File: src/rtl/clip_ctrl_pkg.sv
// Shared types and default widths for the two-clip record/playback controller.
package clip_ctrl_pkg;
  localparam int DATA_W_DEF = 8;
  localparam int PTR_W_DEF  = 14;

  typedef enum logic [1:0] {
    IDLE   = 2'd0,
    RECORD = 2'd1,
    PLAY   = 2'd2
  } state_t;
endpackage

File: src/rtl/clip_controller_if.sv
// Sample RAM port: address {clip, pointer}, write strobe/data, synchronous read data.
interface clip_controller_if
  import clip_ctrl_pkg::*;
#(
  parameter int DATA_W = DATA_W_DEF,
  parameter int PTR_W  = PTR_W_DEF
);
  logic [PTR_W:0]    mem_addr;
  logic              mem_we;
  logic [DATA_W-1:0] mem_wdata;
  logic [DATA_W-1:0] mem_rdata;

  modport master (output mem_addr, output mem_we, output mem_wdata, input mem_rdata);
  modport slave  (input mem_addr, input mem_we, input mem_wdata, output mem_rdata);
endinterface

File: src/rtl/clip_ptr.sv
// Clearable sample pointer with count enable; tc flags the pointer sitting on term.
module clip_ptr #(
  parameter int PTR_W = 14
) (
  input  logic             clk,
  input  logic             rst_n,
  input  logic             clr,
  input  logic             en,
  input  logic [PTR_W-1:0] term,
  output logic [PTR_W-1:0] cnt,
  output logic             tc
);
  logic [PTR_W-1:0] cnt_q, cnt_d;

  always_comb begin
    cnt_d = cnt_q;
    if (clr)     cnt_d = '0;
    else if (en) cnt_d = cnt_q + PTR_W'(1);
  end

  always_ff @(posedge clk or negedge rst_n) begin
    if (!rst_n) cnt_q <= '0;
    else        cnt_q <= cnt_d;
  end

  assign cnt = cnt_q;
  assign tc  = (cnt_q == term);
endmodule

File: src/rtl/clip_controller.sv
// Two-clip looper controller: records mic samples into RAM and plays them back
// through a two-stage read pipeline (address, RAM latency, output register).
module clip_controller
  import clip_ctrl_pkg::*;
#(
  parameter int DATA_W = DATA_W_DEF,
  parameter int PTR_W  = PTR_W_DEF
) (
  input  logic              clk,
  input  logic              reset,
  input  logic              play_pulse,
  input  logic              record_pulse,
  input  logic              clip_play_pulse,
  input  logic              clip_record_pulse,
  input  logic              clear_pulse,
  input  logic              sample_tick,
  input  logic [DATA_W-1:0] mic_sample,
  clip_controller_if.master mem,
  output logic [DATA_W-1:0] audio_out,
  output logic              audio_valid,
  output logic [1:0]        state_o,
  output logic              play_clip,
  output logic              rec_clip
);
  state_t                 state_q, state_d;
  logic [1:0][PTR_W:0]    len_q, len_d;
  logic                   play_clip_q, play_clip_d, rec_clip_q, rec_clip_d;
  logic                   play_act_q, play_act_d, rec_act_q, rec_act_d;
  logic                   rd_pend_q, rd_pend_d;
  logic                   audio_valid_q, audio_valid_d;
  logic [DATA_W-1:0]      audio_out_q, audio_out_d;

  logic                   w_clr, w_en, w_tc, r_clr, r_en, r_tc;
  logic                   wr_fire, rd_fire;
  logic [PTR_W-1:0]       wptr, rptr, r_term;

  // len of DEPTH has zero low bits, so the wrapped subtraction still gives DEPTH-1
  assign r_term = len_q[play_act_q][PTR_W-1:0] - PTR_W'(1);

  clip_ptr #(.PTR_W(PTR_W)) u_wptr (
    .clk(clk), .rst_n(reset), .clr(w_clr), .en(w_en),
    .term('1), .cnt(wptr), .tc(w_tc)
  );

  clip_ptr #(.PTR_W(PTR_W)) u_rptr (
    .clk(clk), .rst_n(reset), .clr(r_clr), .en(r_en),
    .term(r_term), .cnt(rptr), .tc(r_tc)
  );

  always_comb begin
    state_d     = state_q;
    len_d       = len_q;
    play_clip_d = play_clip_q ^ clip_play_pulse;
    rec_clip_d  = rec_clip_q ^ clip_record_pulse;
    play_act_d  = play_act_q;
    rec_act_d   = rec_act_q;
    w_clr       = 1'b0;
    w_en        = 1'b0;
    r_clr       = 1'b0;
    r_en        = 1'b0;
    wr_fire     = 1'b0;
    rd_fire     = 1'b0;

    if (clear_pulse) begin
      state_d = IDLE;
      len_d   = '0;
      w_clr   = 1'b1;
      r_clr   = 1'b1;
    end else begin
      case (state_q)
        IDLE: begin
          if (record_pulse) begin
            state_d   = RECORD;
            w_clr     = 1'b1;
            rec_act_d = rec_clip_q;
          end else if (play_pulse && (len_q[play_clip_q] != '0)) begin
            state_d    = PLAY;
            r_clr      = 1'b1;
            play_act_d = play_clip_q;
          end
        end
        RECORD: begin
          if (record_pulse) begin
            state_d          = IDLE;
            len_d[rec_act_q] = {1'b0, wptr};
          end else if (sample_tick) begin
            wr_fire = 1'b1;
            w_en    = 1'b1;
            if (w_tc) begin
              state_d          = IDLE;
              len_d[rec_act_q] = {1'b1, {PTR_W{1'b0}}};
            end
          end
        end
        PLAY: begin
          if (play_pulse) begin
            state_d = IDLE;
          end else if (sample_tick) begin
            rd_fire = 1'b1;
            r_en    = 1'b1;
            if (r_tc) state_d = IDLE;
          end
        end
        default: state_d = IDLE;
      endcase
    end

    rd_pend_d     = rd_fire;
    audio_valid_d = rd_pend_q && !clear_pulse;
    audio_out_d   = audio_valid_d ? mem.mem_rdata : audio_out_q;
  end

  always_ff @(posedge clk or negedge reset) begin
    if (!reset) begin
      state_q       <= IDLE;
      len_q         <= '0;
      play_clip_q   <= 1'b0;
      rec_clip_q    <= 1'b0;
      play_act_q    <= 1'b0;
      rec_act_q     <= 1'b0;
      rd_pend_q     <= 1'b0;
      audio_valid_q <= 1'b0;
      audio_out_q   <= '0;
    end else begin
      state_q       <= state_d;
      len_q         <= len_d;
      play_clip_q   <= play_clip_d;
      rec_clip_q    <= rec_clip_d;
      play_act_q    <= play_act_d;
      rec_act_q     <= rec_act_d;
      rd_pend_q     <= rd_pend_d;
      audio_valid_q <= audio_valid_d;
      audio_out_q   <= audio_out_d;
    end
  end

  assign mem.mem_we    = wr_fire;
  assign mem.mem_wdata = mic_sample;
  assign mem.mem_addr  = (state_q == PLAY) ? {play_act_q, rptr} : {rec_act_q, wptr};

  assign audio_out   = audio_out_q;
  assign audio_valid = audio_valid_q;
  assign state_o     = state_q;
  assign play_clip   = play_clip_q;
  assign rec_clip    = rec_clip_q;
endmodule

File: src/flat_wrapper.sv
// flat-port wrapper written by rule: the top's interface ports become plain ports
module clip_controller_flat import clip_ctrl_pkg::*;
#(
  parameter int DATA_W = DATA_W_DEF,
  parameter int PTR_W  = PTR_W_DEF
)
  (clk, reset, play_pulse, record_pulse, clip_play_pulse, clip_record_pulse, clear_pulse, sample_tick, mic_sample, audio_out, audio_valid, state_o, play_clip, rec_clip, mem_mem_addr, mem_mem_we, mem_mem_wdata, mem_mem_rdata);
  clip_controller_if #(.DATA_W(DATA_W), .PTR_W(PTR_W)) mem_i ();
  input  logic clk;
  input  logic reset;
  input  logic play_pulse;
  input  logic record_pulse;
  input  logic clip_play_pulse;
  input  logic clip_record_pulse;
  input  logic clear_pulse;
  input  logic sample_tick;
  input  logic [DATA_W-1:0] mic_sample;
  output logic [DATA_W-1:0] audio_out;
  output logic audio_valid;
  output logic [1:0] state_o;
  output logic play_clip;
  output logic rec_clip;
  output wire logic [$bits(mem_i.mem_addr)-1:0] mem_mem_addr;
  output wire logic [$bits(mem_i.mem_we)-1:0] mem_mem_we;
  output wire logic [$bits(mem_i.mem_wdata)-1:0] mem_mem_wdata;
  input wire logic [$bits(mem_i.mem_rdata)-1:0] mem_mem_rdata;
  assign mem_mem_addr = mem_i.mem_addr;
  assign mem_mem_we = mem_i.mem_we;
  assign mem_mem_wdata = mem_i.mem_wdata;
  assign mem_i.mem_rdata = mem_mem_rdata;
  clip_controller #(.DATA_W(DATA_W), .PTR_W(PTR_W)) u_core (.clk(clk), .reset(reset), .play_pulse(play_pulse), .record_pulse(record_pulse), .clip_play_pulse(clip_play_pulse), .clip_record_pulse(clip_record_pulse), .clear_pulse(clear_pulse), .sample_tick(sample_tick), .mic_sample(mic_sample), .mem(mem_i), .audio_out(audio_out), .audio_valid(audio_valid), .state_o(state_o), .play_clip(play_clip), .rec_clip(rec_clip));
endmodule
File: config.mk
export PLATFORM = sky130hd
export DESIGN_NAME = clip_controller_flat
export DESIGN_NICKNAME = d
export VERILOG_FILES = /design/src/rtl/clip_ctrl_pkg.sv /design/src/rtl/clip_controller_if.sv /design/src/rtl/clip_ptr.sv /design/src/rtl/clip_controller.sv /design/src/flat_wrapper.sv
export SDC_FILE = /design/constraint.sdc
export NUM_CORES = 1
export LEC_CHECK = 0
export CORE_UTILIZATION = 46
export CTS_BUF_LIST = sky130_fd_sc_hd__clkbuf_16
export CTS_CLUSTER_SIZE = 14
export DETAILED_ROUTE_END_ITERATION = 7
export PLACE_DENSITY = 0.7
export RECOVER_POWER = 25
export SLEW_MARGIN = 5
export SYNTH_ARGS = -nofsm -noshare
export SYNTH_HDL_FRONTEND = slang
export SYNTH_SLANG_ARGS = --single-unit
File: constraint.sdc
create_clock -name clk -period 3.05 [get_ports clk]
set_input_delay 0.7625 -clock clk [delete_from_list [all_inputs] [get_ports clk]]
set_output_delay 0.7625 -clock clk [all_outputs]
set_load 0.01 [all_outputs]
==> results.md, run 1 <==
- Status: complete, but fails checks
- Failing checks: max-capacitance violations, max-slew violations
- Row cnt: 33
- Arr. time, crit path: 2.12 ns
- DRT iter0 DRCs: 216
- Most frequent cells in the layout: 74 x dfrtp_1, 43 x nor2_1, 41 x clkdlybuf4s50_1
- DRC Markers: 0
- Hold Startpoint: u_core.rec_clip
- Ys async rst share: 100%
- Area share of the largest cell type after synthesis: 45.7%
- Worst skew pair latency: between 0.3 and 0.4 ns
- Initial antenna violation count: 0
- Fin crit share: a little over nine tenths
- Clock Skew: a little over 0.008 ns
- Slew Limit Fails: 75
- Rel. slew slack: -24.0%
- Final net count: approximately 450
- Overall die height: around 96 um
- Area leader, netlist: dfrtp_1
- PortBufs: 44
- Vias: ~3000
- Die area: between 9000 and 10000 um^2
- Final setup margin: between 0.15 and 0.2 ns
- Synthesized area per cell: 10.5 um^2
- Initial Util: roughly half
- Pwr Density: a little under 600 nW/um^2
- Register bit total from synthesis: 74
- CP Capture Type: primary output
- Sequential cell area: roughly 1900 um^2
- Root Buffer Master: clkbuf_16
- Fmax: approximately 0.35 GHz
- I/O pins: 61
- First-pass GRT wire length: between 15000 and 20000 um
- Sequential-to-total area share from yosys stat: a little under half
- Worst setup SP type: flop
- CP top delay family: buffers and inverters
- DP Area: around 4500 um^2
- Critical path launch point: u_core.state_o[0]
- Most common cell after layout, fill and taps aside: dfrtp_1
- Synth cell types: 48
- Max Cap Violations: 1
- Final setup vio count: 0
- CTS H-tree lvls: 3
- VDD IR-drop max: 0.289 mV
- Max stage delay on crit path: ~0.48 ns
- Minimum clock period: 2.88 ns
- Crit path kind: flop to primary output
- Gr usage total: a little under a quarter
- Multi-input gate area: approximately 2000 um^2
- P_leak: between 2 and 2.5 nW
- Final ANT Viol Nets: 0
- Share of cells above drive strength 1: between 10 and 15%
- Setup TNS: 0 ns
- Top area cells in the synthesized netlist: dfrtp_1 46%, mux2_2 7.5%, a22o_1 6.3%
- Clk buf depth: 2
- Mean routed wirelength per cell: about 18 um
- CTS Sinks: 74
- Syn_nets: 414
- Post-Synthesis Cells: about 390
- Post-CTS Resized: 0
- GPL Wtd Cong: 0.824
- Number of vias per cell: between 5 and 6
- Vias in the first global route: between 3000 and 4000
- DP Worst Slack: approximately 0.15 ns
- Netlist Area Pre-Place: 4050 um^2
- Reg-to-Reg Start: u_core.play_act_q
- DRT Pass-1 Iters: 4
- Warnings, synthesis: 0
- # hold bufs at CTS: 0
- Clock transition at path regs: about 0.06 ns
- CP Buf/Inv Count: 2
- RSZ-0062 raised after global routing: no
- CORE AREA: ~8400 um^2
- Worst-margin pin slew: between 1.5 and 2 ns
- Final HPWL from detailed placement: around 6900 um
- Top FF cell, synth: dfrtp_1
- Final Cell Area: slightly below 5000 um^2
- Crit path max-delay cell type: clkdlybuf4s50_1
- Die width: approximately 96 um
- Class of the worst hold path: flop to flop
- CTS tree: built
- N_diodes: 0
- CP Data Required Time: 2.29 ns
- Postcts setup bufs: 0
- CP max FO: 19
- P&R area growth vs syn: 19.4%
- # fillers: 711
- Maximum number of pins on one net before global-route repair: 75
- CTS Buf Count: 9
- Crit path cell chain: and2b_1 -> buf_4 -> mux2_2 -> clkdlybuf4s50_1
- WL final: about 9700 um
- Post-synth EDFFs: 0
- Final hold vios: 0
- Gr ovfl total: 0
Yosys cell counts (all sizes together), types with 9 or more instances:
cell type and instances:
a22o 29, mux2 27, nand2 21, dfrtp 74
nor3 12, xor2 23, buf 19, o21ai 9
nand3 9, xnor2 21, mux2i 14, nor4 14
nor2 43
logic make-up (layout without fill, tap and decap cells):
logic type / Yosys count / in the layout / share of synthesized area [%]
and+or+nand+nor: 132 / 132 / 17.2
DFF: 74 / 74 / 45.7
AOI/OAI and AO/OA: 62 / 62 / 11.5
xor gates and xnor gates: 44 / 44 / 9.51
muxes: 41 / 41 / 11.0
buffers and inverters: 31 / 73 / 4.26
adders and majority gates: 3 / 3 / 0.926
sequential cells by signal, summed over array words and instances, names as in the netlist, 2 cells and up:
| register | cells |
|---|---|
| u_core.len_q | 30 |
| u_core.u_rptr.cnt | 14 |
| u_core.u_wptr.cnt | 14 |
| u_core.audio_out | 8 |
| u_core.state_o | 2 |
stage by stage:
step                      total power [mW]  instances  utilization, %  hold WS, ns
after floorplan                       1.56        387               -        0.467
after global placement                1.75        518            54.1        0.486
after detailed placement              1.77        518            54.1        0.492
after CTS                             2.88        534            57.8        0.499
after global routing                  2.98        534            57.7        0.526
final                                 2.86        534            57.7        0.506
cell type report:
class,count,share of cell area [%]
clock inverters,7,1.73
multi-input cells,282,41.9
repair buffers,53,10.4
clock buffers,9,4.65
flip-flops and latches,74,38.3
well taps,105,2.72
inverters,4,0.310
worst paths after layout:
path | endpoint | slack, ns | depth (start not counted)
hold / removal | u_core.rec_clip | 0.51 | 1
min in group asynchronous | u_core.audio_valid | 0.91 | 1
setup / recovery | mem_mem_addr[8] | 0.17 | 4
max in group asynchronous | u_core.u_rptr.cnt[3] | 1.00 | 1
hold reg to reg | u_core.rec_clip | 0.51 | 1
setup reg to reg | u_core.state_o[1] | 0.48 | 8
where the power goes:
part	internal (mW)	switching (mW)	leakage [nW]	total (mW)
logic	0.317	0.346	0.958	0.662
clock network	0.707	0.391	0.154	1.10
registers	1.03	0.0678	1.02	1.10
routing by layer:
layer | up-vias | part of all wire [%] | GRT usage, %
met3 | 17 | 4.6 | 4.27
met5 | - | 0 | 0
met4 | 0 | 2.4 | 11.1
met1 | 1501 | 47 | 33.6
met2 | 61 | 46 | 35.4
li1 | 1467 | - | -
Power figures use the tool's default switching activity.
==> run 2: changes to the inputs <==
CORE_ASPECT_RATIO = 2   (was default)
clock period = 2.8 ns   (was 3.05 ns; I/O delays follow)
==> results.md, run 2 (same netlist as run 1, synthesis figures left out) <==
- Postcts setup bufs: 0 (unchanged)
- N_diodes: 0 (unchanged)
- Initial Util: 47.2% (-1.2 points)
- R2R Setup Slk: 0.20 ns (-0.28 ns)
- Number of vias per cell: 5.91 (+3.6%)
- Gr ovfl total: 0 (unchanged)
- Max Cap Violations: 1 (unchanged)
- Worst skew pair latency: 0.34 ns (about the same)
- Worst R2R Path Depth: 9 (+1)
- Crit path cell chain: and2b_1 -> buf_6 -> mux2_2 -> clkdlybuf4s50_1
- DRT iter0 DRCs: 130 (-40%)
- I/O pins: 61 (unchanged)
- Reg with most FFs: u_core.len_q
- Most common cell after layout, fill and taps aside: dfrtp_1
- Mean routed wirelength per cell: 19.0 um (+4.3%)
- CTS Buf Count: 9 (unchanged)
- Worst setup SP type: flop
- Rel. slew slack: -22.8% (+1.2 points)
- Number of cells on the critical path: 4 (unchanged)
- CP Capture Type: primary output
- Critical path launch point: u_core.state_o[1]
- Final net count: 457 (+1.3%)
- P&R area growth vs syn: 20.6%
- Worst-margin pin slew: 1.84 ns (-0.0184 ns)
- Final hold vios: 0 (unchanged)
- Max stage delay on crit path: 0.48 ns (about the same)
- Share of cells above drive strength 1: 14.7% (+1.9 points)
- GPL Wtd Cong: 0.833 (+1.1%)
- Fmax: between 0.3 and 0.4 GHz
- Overall die height: 135 um (+41%)
- CP top delay family: buffers and inverters
- # fillers: 762 (+7.2%)
- Status: complete, but fails checks
- CP max FO: 19 (unchanged)
- Clk buf depth: 2 (unchanged)
- P_leak: 2.17 nW (+1.5%)
- Clock transition at path regs: 0.06 ns (about the same)
- RSZ-0062 raised after global routing: no
- Final Cell Area: 4890 um^2 (+1.0%)
- Final setup margin: 0.125 ns (-0.0421 ns)
- CP endpoint: mem_mem_addr[7]
- WL final: 10200 um (+4.5%)
- Slew Limit Fails: 75 (unchanged)
- Seq pwr share: 37.4% (-1.0 points)
- Class of the worst hold path: flop to flop
- Total power: 3.15 mW (+10%)
- Final ANT Viol Nets: 0 (unchanged)
- Arr. time, crit path: 1.98 ns (-0.14 ns)
- CORE AREA: 8590 um^2 (+2.5%)
- Pwr Density: 644 nW/um^2 (+9.0%)
- Int Pwr: 2.25 mW (+9.6%)
- Clock Skew: 0.00679 ns (-0.00150 ns)
- Minimum clock period: 2.68 ns
- CTS tree: built
- Most frequent cells in the layout: 74 x dfrtp_1, 43 x nor2_1, 40 x clkdlybuf4s50_1
- Root Buffer Master: clkbuf_16
- Row cnt: 48 (+45%)
- Vias in the first global route: 3234 (+3.1%)
- DRC Markers: 0 (unchanged)
- CTS Sinks: 74 (unchanged)
- FF-to-FF End: u_core.state_o[1]
- Clock network power share: 39.1% (+0.7 points)
- Sw Share: 28.5% (+0.39 points)
- Gr usage total: 24.8% (+1.1 points)
- Max reg flops: 30 (unchanged)
- Reg-to-Reg Start: u_core.len_q[15]
- DRT Pass-1 Iters: 5 (+1)
- CTS H-tree lvls: 3 (unchanged)
- Fin crit share: around 96%
- CP Data Required Time: 2.10 ns (-0.19 ns)
- Die width: 68.4 um (-29%)
- PortBufs: 44 (unchanged)
- VDD IR-drop max: 0.395 mV (+37%)
- Final HPWL from detailed placement: 7480 um (+8.6%)
- Combinational group share of total power: 23.5% (+0.3 points)
- Maximum number of pins on one net before global-route repair: 75 (unchanged)
- Final setup vio count: 0 (unchanged)
- NetSw: 898 uW (+12%)
- CP Buf/Inv Count: 2 (unchanged)
- Failing checks: max-capacitance violations, max-slew violations
- Initial antenna violation count: 0 (unchanged)
- Crit path kind: flop to primary output
- Die area: 9210 um^2 (+0.25%)
- DP Worst Slack: -0.0934 ns (-0.245 ns)
- Vias: 3161 (+3.8%)
- DP Area: 4570 um^2 (+0.86%)
- Crit path max-delay cell type: clkdlybuf4s50_1
- First-pass GRT wire length: 16400 um (+1.7%)
## run 2: cell types whose count changed in the layout (fill, tap and decap cells not counted), sizes merged
cell and change:
buf +6, clkinvlp +2, clkdlybuf4s50 -1, clkinv -1, dlygate4sd2 +1, inv -1
## run 2: power by group through the flow
stage                     Combinational [mW]  Clock (mW)  Sequential (mW)
after floorplan                        0.501           0             1.20
after global placement                 0.726           0             1.19
after detailed placement               0.734           0             1.20
after CTS                              0.737        1.25             1.18
after global routing                   0.792        1.30             1.19
final                                  0.739        1.23             1.18
## run 2: worst min-delay path by stage
| stage | end | depth (start not counted) | start |
|---|---|---|---|
| 2_1_floorplan | u_core.audio_out[0] | 0 | reset |
| 3_3_place_gp | u_core.rec_clip | 1 | u_core.rec_clip |
| 3_5_place_dp | u_core.rec_clip | 1 | u_core.rec_clip |
| 4_1_cts | u_core.rec_clip | 1 | u_core.rec_clip |
| 5_1_grt | u_core.audio_out[2] | 1 | u_core.audio_out[2] |
| 6_report | u_core.rec_clip | 1 | u_core.rec_clip |
## run 2: area by class of cell
cell class | instances | area, um^2 | share of cell area (%)
well taps | 100 | 125 | 2.56
inverters | 4 | 15.0 | 0.307
clock inverters | 7 | 92.6 | 1.89
repair buffers | 59 | 551 | 11.3
clock buffers | 9 | 225 | 4.61
multi-input cells | 282 | 2030 | 41.5
flip-flops and latches | 74 | 1850 | 37.9
## run 2: through the flow
stage / util (%) / hold slack [ns] / instances / setup TNS (ns)
global placement: 53.2 / 0.482 / 519 / -1.35
detailed placement: 53.2 / 0.480 / 519 / -2.08
global route: 56.9 / 0.528 / 535 / 0
CTS: 56.9 / 0.487 / 535 / 0
finish: 56.9 / 0.479 / 535 / 0
floorplan: - / 0.404 / 387 / 0
## run 2: what timing repair did
item,in CTS,in global routing
hold buffers,0,0
endpoints found under the setup margin,1,1
gates resized for setup,1,1
## run 2: layer usage
metal	global-route usage (%)	up-vias	wire, um
li1	-	1481	-
met1	27.4	1566	3800
met2	42.3	89	5630
met3	4.48	25	354
met4	14.8	0	380
met5	0	-	0
